===== src/rtl/riscv_pkg.sv =====
// rtl/riscv_pkg.sv - shared constants and types for the operand fetch stage
//
// Purpose: datapath width, the architectural zero register index and the
// forwarding-source encoding used by fwd_mux.
package riscv_pkg;

  localparam int         XLEN     = 32;
  localparam logic [4:0] REG_ZERO = 5'd0;

  typedef enum logic [1:0] {
    FWD_RF,
    FWD_WB,
    FWD_MEM,
    FWD_EX
  } fwd_src_e;

endpackage


===== src/rtl/fwd_mux.sv =====
// rtl/fwd_mux.sv - priority bypass mux resolving one source operand
//
// Purpose: picks the youngest in-flight producer of a register, falling back
// to register-file data. Purely combinational.
// Ports:
//   i_sel                              source register index
//   i_rf_data                          register-file read data (pre-write)
//   i_ex_wen/i_ex_load/i_ex_rdsel/i_ex_data   EX producer
//   i_mem_wen/i_mem_rdsel/i_mem_data          MEM producer
//   i_wb_wen/i_wb_rdsel/i_wb_data             WB producer (also RF write port)
//   o_op                               resolved operand
module fwd_mux
  import riscv_pkg::*;
#(
  parameter int XLEN = riscv_pkg::XLEN
) (
  input  logic [4:0]      i_sel,
  input  logic [XLEN-1:0] i_rf_data,
  input  logic            i_ex_wen,
  input  logic            i_ex_load,
  input  logic [4:0]      i_ex_rdsel,
  input  logic [XLEN-1:0] i_ex_data,
  input  logic            i_mem_wen,
  input  logic [4:0]      i_mem_rdsel,
  input  logic [XLEN-1:0] i_mem_data,
  input  logic            i_wb_wen,
  input  logic [4:0]      i_wb_rdsel,
  input  logic [XLEN-1:0] i_wb_data,
  output logic [XLEN-1:0] o_op
);

  fwd_src_e w_src;

  // Youngest producer wins. A load in EX has no data yet, so it is skipped
  // here; the hazard logic in the parent holds the instruction until it
  // reaches MEM.
  always_comb begin
    w_src = FWD_RF;
    if (i_ex_wen && !i_ex_load && (i_ex_rdsel == i_sel)) begin
      w_src = FWD_EX;
    end else if (i_mem_wen && (i_mem_rdsel == i_sel)) begin
      w_src = FWD_MEM;
    end else if (i_wb_wen && (i_wb_rdsel == i_sel)) begin
      w_src = FWD_WB;
    end
  end

  // A zero select forces zero, which also stops any write to x0 from being
  // forwarded.
  always_comb begin
    o_op = i_rf_data;
    if (i_sel == REG_ZERO) begin
      o_op = '0;
    end else begin
      case (w_src)
        FWD_EX:  o_op = i_ex_data;
        FWD_MEM: o_op = i_mem_data;
        FWD_WB:  o_op = i_wb_data;
        default: o_op = i_rf_data;
      endcase
    end
  end

endmodule


===== src/rtl/operand_fetch.sv =====
// rtl/operand_fetch.sv - register read, bypass, load-use stall and ID/EX slot
//
// Purpose: reads both sources, forwards from EX/MEM/WB, stalls on load-use
// and registers the resolved instruction into the ID/EX slot.
// Ports:
//   clk, reset (sync, active-low)
//   in_*      decoded instruction with valid/ready handshake
//   rf_*      register-file read selects and returned data
//   ex_*/mem_*/wb_*  producer tuples for forwarding
//   flush     kills slot and incoming instruction
//   out_*     ID/EX slot with valid/ready handshake
//   stall_cnt saturating load-use stall cycle counter
module operand_fetch
  import riscv_pkg::*;
#(
  parameter int XLEN = riscv_pkg::XLEN,
  parameter int CNTW = 16
) (
  input  logic            clk,
  input  logic            reset,
  input  logic            in_valid,
  output logic            in_ready,
  input  logic [4:0]      in_rs1sel,
  input  logic [4:0]      in_rs2sel,
  input  logic [4:0]      in_rdsel,
  input  logic            in_use_rs1,
  input  logic            in_use_rs2,
  input  logic            in_wen,
  input  logic            in_load,
  input  logic [XLEN-1:0] in_pc,
  output logic [4:0]      rf_rs1sel,
  output logic [4:0]      rf_rs2sel,
  input  logic [XLEN-1:0] rf_rs1,
  input  logic [XLEN-1:0] rf_rs2,
  input  logic            ex_wen,
  input  logic            ex_load,
  input  logic [4:0]      ex_rdsel,
  input  logic [XLEN-1:0] ex_data,
  input  logic            mem_wen,
  input  logic [4:0]      mem_rdsel,
  input  logic [XLEN-1:0] mem_data,
  input  logic            wb_enrd,
  input  logic [4:0]      wb_rdsel,
  input  logic [XLEN-1:0] wb_rd,
  input  logic            flush,
  output logic            out_valid,
  input  logic            out_ready,
  output logic [XLEN-1:0] out_op1,
  output logic [XLEN-1:0] out_op2,
  output logic [4:0]      out_rdsel,
  output logic            out_wen,
  output logic            out_load,
  output logic [XLEN-1:0] out_pc,
  output logic [CNTW-1:0] stall_cnt
);

  logic            r_valid;
  logic [XLEN-1:0] r_op1;
  logic [XLEN-1:0] r_op2;
  logic [4:0]      r_rdsel;
  logic            r_wen;
  logic            r_load;
  logic [XLEN-1:0] r_pc;
  logic [CNTW-1:0] r_stall_cnt;

  logic [XLEN-1:0] w_op1;
  logic [XLEN-1:0] w_op2;
  logic            w_hz;
  logic            w_free;
  logic            w_accept;

  assign rf_rs1sel = in_rs1sel;
  assign rf_rs2sel = in_rs2sel;

  fwd_mux #(.XLEN(XLEN)) u_fwd_rs1 (
    .i_sel       (in_rs1sel),
    .i_rf_data   (rf_rs1),
    .i_ex_wen    (ex_wen),
    .i_ex_load   (ex_load),
    .i_ex_rdsel  (ex_rdsel),
    .i_ex_data   (ex_data),
    .i_mem_wen   (mem_wen),
    .i_mem_rdsel (mem_rdsel),
    .i_mem_data  (mem_data),
    .i_wb_wen    (wb_enrd),
    .i_wb_rdsel  (wb_rdsel),
    .i_wb_data   (wb_rd),
    .o_op        (w_op1)
  );

  fwd_mux #(.XLEN(XLEN)) u_fwd_rs2 (
    .i_sel       (in_rs2sel),
    .i_rf_data   (rf_rs2),
    .i_ex_wen    (ex_wen),
    .i_ex_load   (ex_load),
    .i_ex_rdsel  (ex_rdsel),
    .i_ex_data   (ex_data),
    .i_mem_wen   (mem_wen),
    .i_mem_rdsel (mem_rdsel),
    .i_mem_data  (mem_data),
    .i_wb_wen    (wb_enrd),
    .i_wb_rdsel  (wb_rdsel),
    .i_wb_data   (wb_rd),
    .o_op        (w_op2)
  );

  // Load-use: only sources the instruction actually reads can stall it.
  assign w_hz = in_valid && ex_wen && ex_load && (ex_rdsel != REG_ZERO) &&
                ((in_use_rs1 && (ex_rdsel == in_rs1sel)) ||
                 (in_use_rs2 && (ex_rdsel == in_rs2sel)));

  assign w_free   = !r_valid || out_ready;
  assign in_ready = w_free && !w_hz && !flush;
  assign w_accept = in_valid && in_ready;

  always_ff @(posedge clk) begin
    if (!reset) begin
      r_valid     <= 1'b0;
      r_op1       <= '0;
      r_op2       <= '0;
      r_rdsel     <= '0;
      r_wen       <= 1'b0;
      r_load      <= 1'b0;
      r_pc        <= '0;
      r_stall_cnt <= '0;
    end else begin
      if (flush) begin
        r_valid <= 1'b0;
      end else if (w_accept) begin
        r_valid <= 1'b1;
        r_op1   <= w_op1;
        r_op2   <= w_op2;
        r_rdsel <= in_rdsel;
        r_wen   <= in_wen;
        r_load  <= in_load;
        r_pc    <= in_pc;
      end else if (w_free) begin
        // Slot drained with nothing to replace it: bubble, fields hold.
        r_valid <= 1'b0;
      end

      // Only cycles where the stall is the sole reason for not accepting
      // are counted; backpressure and flush cycles are not.
      if (w_hz && w_free && !flush && (r_stall_cnt != {CNTW{1'b1}})) begin
        r_stall_cnt <= r_stall_cnt + 1'b1;
      end
    end
  end

  assign out_valid = r_valid;
  assign out_op1   = r_op1;
  assign out_op2   = r_op2;
  assign out_rdsel = r_rdsel;
  assign out_wen   = r_wen;
  assign out_load  = r_load;
  assign out_pc    = r_pc;
  assign stall_cnt = r_stall_cnt;

endmodule


===== config.mk =====
export PLATFORM = sky130hd
export DESIGN_NAME = operand_fetch
export DESIGN_NICKNAME = d
export VERILOG_FILES = /design/src/rtl/riscv_pkg.sv /design/src/rtl/fwd_mux.sv /design/src/rtl/operand_fetch.sv
export SDC_FILE = /design/constraint.sdc
export NUM_CORES = 1
export LEC_CHECK = 0
export CAP_MARGIN = 15
export CELL_PAD_IN_SITES_DETAIL_PLACEMENT = 0
export CELL_PAD_IN_SITES_GLOBAL_PLACEMENT = 1
export CORE_AREA = 2 2 141 143
export CTS_CLUSTER_DIAMETER = 150
export DETAILED_ROUTE_END_ITERATION = 12
export DIE_AREA = 0 0 143 145
export DONT_BUFFER_PORTS = 1
export PLACE_DENSITY_LB_ADDON = 0.2
export SETUP_SLACK_MARGIN = 0.5
export SLEW_MARGIN = 20
export SYNTH_ARGS = -nofsm -noshare
export SYNTH_HDL_FRONTEND = slang
export SYNTH_SLANG_ARGS = --single-unit

===== constraint.sdc =====
create_clock -name clk -period 3.2 [get_ports clk]
set_input_delay 0.64 -clock clk [delete_from_list [all_inputs] [get_ports clk]]
set_output_delay 0.64 -clock clk [all_outputs]
set_load 0.02 [all_outputs]

==> flow_metrics.tcl <==
set metrics [dict create \
    cp_data_arrival_time_ps 2010 \
    async_flop_share 0 \
    numPortBuffers 0 \
    hp-class "in -> reg" \
    path_max_fanout 5 \
    diodes 0 \
    dieWidth_um 143 \
    grt_overflow 0 \
    insertion_delay_ps 420 \
    cts_setup_buffers 0 \
    finalSetupViolations 0 \
    power_leakage_nw 2.46 \
    cts_tree "done" \
    avgSynthCellArea_sq_um 8.12 \
    core.rowCount 51 \
    cp-start-kind "input pin" \
    final_util 0.385 \
    drt.antenna.violating_nets 0 \
    period_share 0.827 \
    ir_worst_vdd_v 0.000335 \
    syn_inst 805 \
    synth-seq-cells 120 \
    vias_per_cell 5.89 \
    required_ps 2560 \
    io_pins 366 \
    nets 1003 \
    endpoint_kind "output pin" \
    antenna_found_initial 0 \
    htree_levels 4 \
    first_global_vias 6163 \
    yosys_warnings 0 \
    ys_top_cells_by_area "dfxtp_1 (37%), a221oi_1 (8.3%), o32ai_1 (7.5%), nor2_1 (6.1%), nor2b_1 (6.0%)" \
    period_needed_ps 2650 \
    finalClockSkew_ps 17.9 \
    root_buffer "clkbuf_16" \
    die_area_sq_um 20700 \
    yosysSeqAreaShare 0.367 \
    grtUsageTotal 0.240 \
    max_slew.worst_pin.slew_ps 854 \
    hold_violations 0 \
    die-height_um 145 \
    max_clock_freq_ghz 0.378 \
    drtPass1Iterations 5 \
    drc 0 \
    synth.most_common_cell "dfxtp_1" \
    vias 6151 \
    cpPeakStageDelay_ps 560 \
    grt_max_degree 65 \
    critical_path_class "in -> out" \
    hpwl_mm 18.1 \
    synth_edf_count 0 \
    cts_buffers 17 \
    wirelength_mm 25.4 \
    drv_cap 0 \
    clk_path_buf_depth 2 \
    syn_nets 1041 \
    drv_slew 0 \
    synth.top_cell.area_share 0.367 \
    wire_per_inst_um 24.3 \
    ys.flop_type "dfxtp_1" \
    netlist_area_sq_um 6540 \
    tns_ps 0 \
    drt_iter0_drc 367 \
    synth_common_cells "dfxtp_1 (120), nor2_1 (106), a21oi_1 (67)" \
    status "completed" \
    cts.clk_slew.worst_paths_ps 60 \
    design.core.area_sq_um 19200 \
    cp_cell_sequence "or4_1, o2111ai_2, nor2_1, nor3_1, buf_4" \
    place_congestion 0.849 \
    power.density_nw_per_um2 549 \
    start_util 0.340 \
    slowest_stage "or4_1" \
    cts_num_sinks 120 \
    synth_largest_area_cell "dfxtp_1" \
    cts_hold_buf 0 \
    synth.distinct_cells 48 \
    grt_setup_unrepaired "false" \
    area_delta_synth_final_pct 13.1 \
    slew_headroom 0.430 \
    grt_pass1_wl_mm 37.7 \
    drive_gt1_frac 0.0744 \
]
-- layout by cell type, fill, tap and decap left out, drive strengths merged, types with 2 or more instances in the layout --
master and instances:
a21oi 67, a221oi 62, and2 8, and3 6, buf 17, bufinv 2
clkbuf 17, clkinv 6, clkinvlp 3, dfxtp 120, inv 70, mux2i 39
nand2 13, nand3 16, nand4b 2, nor2 106, nor2b 63, nor3 8
o211ai 2, o21ai 12, o22ai 16, o32ai 56, or3 13, or4 4
xnor2 22, xor2 10
-- metrics by stage --
step | total power, mW | hold WS, ps | setup WS, ps | instances | instance area (sq um)
finish | 4.06 | 294 | 554 | 1045 | 7400
global route | 4.22 | 273 | 506 | 1045 | 7400
CTS | 4.10 | 271 | 579 | 1045 | 7400
detailed placement | 2.13 | 546 | 442 | 1013 | 6800
global placement | 2.12 | 545 | 486 | 1013 | 6800
floorplan | 2.04 | 529 | 543 | 805 | 6540
-- logic make-up (layout without fill, tap and decap cells) --
family / after synthesis / count (layout) / synth area share
AOI/OAI and AO/OA: 229 / 229 / 0.254
xor gates and xnor gates: 32 / 32 / 0.0429
adders and majority gates: 1 / 1 / 0.00191
buffers and inverters: 140 / 115 / 0.0882
DFF: 120 / 120 / 0.367
muxes: 39 / 39 / 0.0597
and+or+nand+nor: 244 / 244 / 0.186
-- area by class of cell --
cell class,instances,area [sq um]
Clock buffer,17,425
Fill cell,1965,11800
Clock inverter,15,169
Sequential cell,120,2400
Inverter,66,248
Multi-Input combinational cell,545,3610
Timing Repair Buffer,17,215
Tap cell,265,332
-- state kept, by name, summed over array words and instances, names as in the netlist --
register,count
out_pc,32
out_valid,1
out_rdsel,5
out_op2,32
out_load,1
out_op1,32
stall_cnt,16
out_wen,1
-- worst max-delay path: cells and delay by family --
kind	cells	cell delay [ps]
buffers and inverters	1	180
AND/OR/NAND/NOR	3	900
AO/OA/AOI/OAI	1	290
-- worst paths after layout --
check | from | endpoint | slack (ps) | depth (start not counted)
setup / recovery | ex_rdsel[1] | in_ready | 550 | 5
hold / removal | flush | out_valid | 290 | 1
setup reg to reg | stall_cnt[7] | stall_cnt[13] | 760 | 7
hold reg to reg | out_op1[11] | out_op1[11] | 560 | 2
-- metal layers --
metal | vias to the layer above | global-route usage | wire length [um]
met5 | - | 0 | 0
met4 | 0 | 0.0876 | 590
met3 | 37 | 0.0799 | 2640
met2 | 366 | 0.416 | 12700
met1 | 2919 | 0.271 | 9480
li1 | 2829 | - | -
-- repair_timing --
action                                  4_1_cts  5_1_grt
endpoints found under the hold margin         0        0
endpoints found under the setup margin        1        0
gates resized for setup                       1        0
-- power breakdown --
group	switching, mW	internal (mW)	total [mW]	leakage, nW
Sequential	0.142	1.57	1.71	0.979
Combinational	0.219	0.169	0.388	1.20
Clock	0.800	1.16	1.96	0.282
Total	1.16	2.90	4.06	2.46
Note: power is estimated with default switching activity, not from simulation.
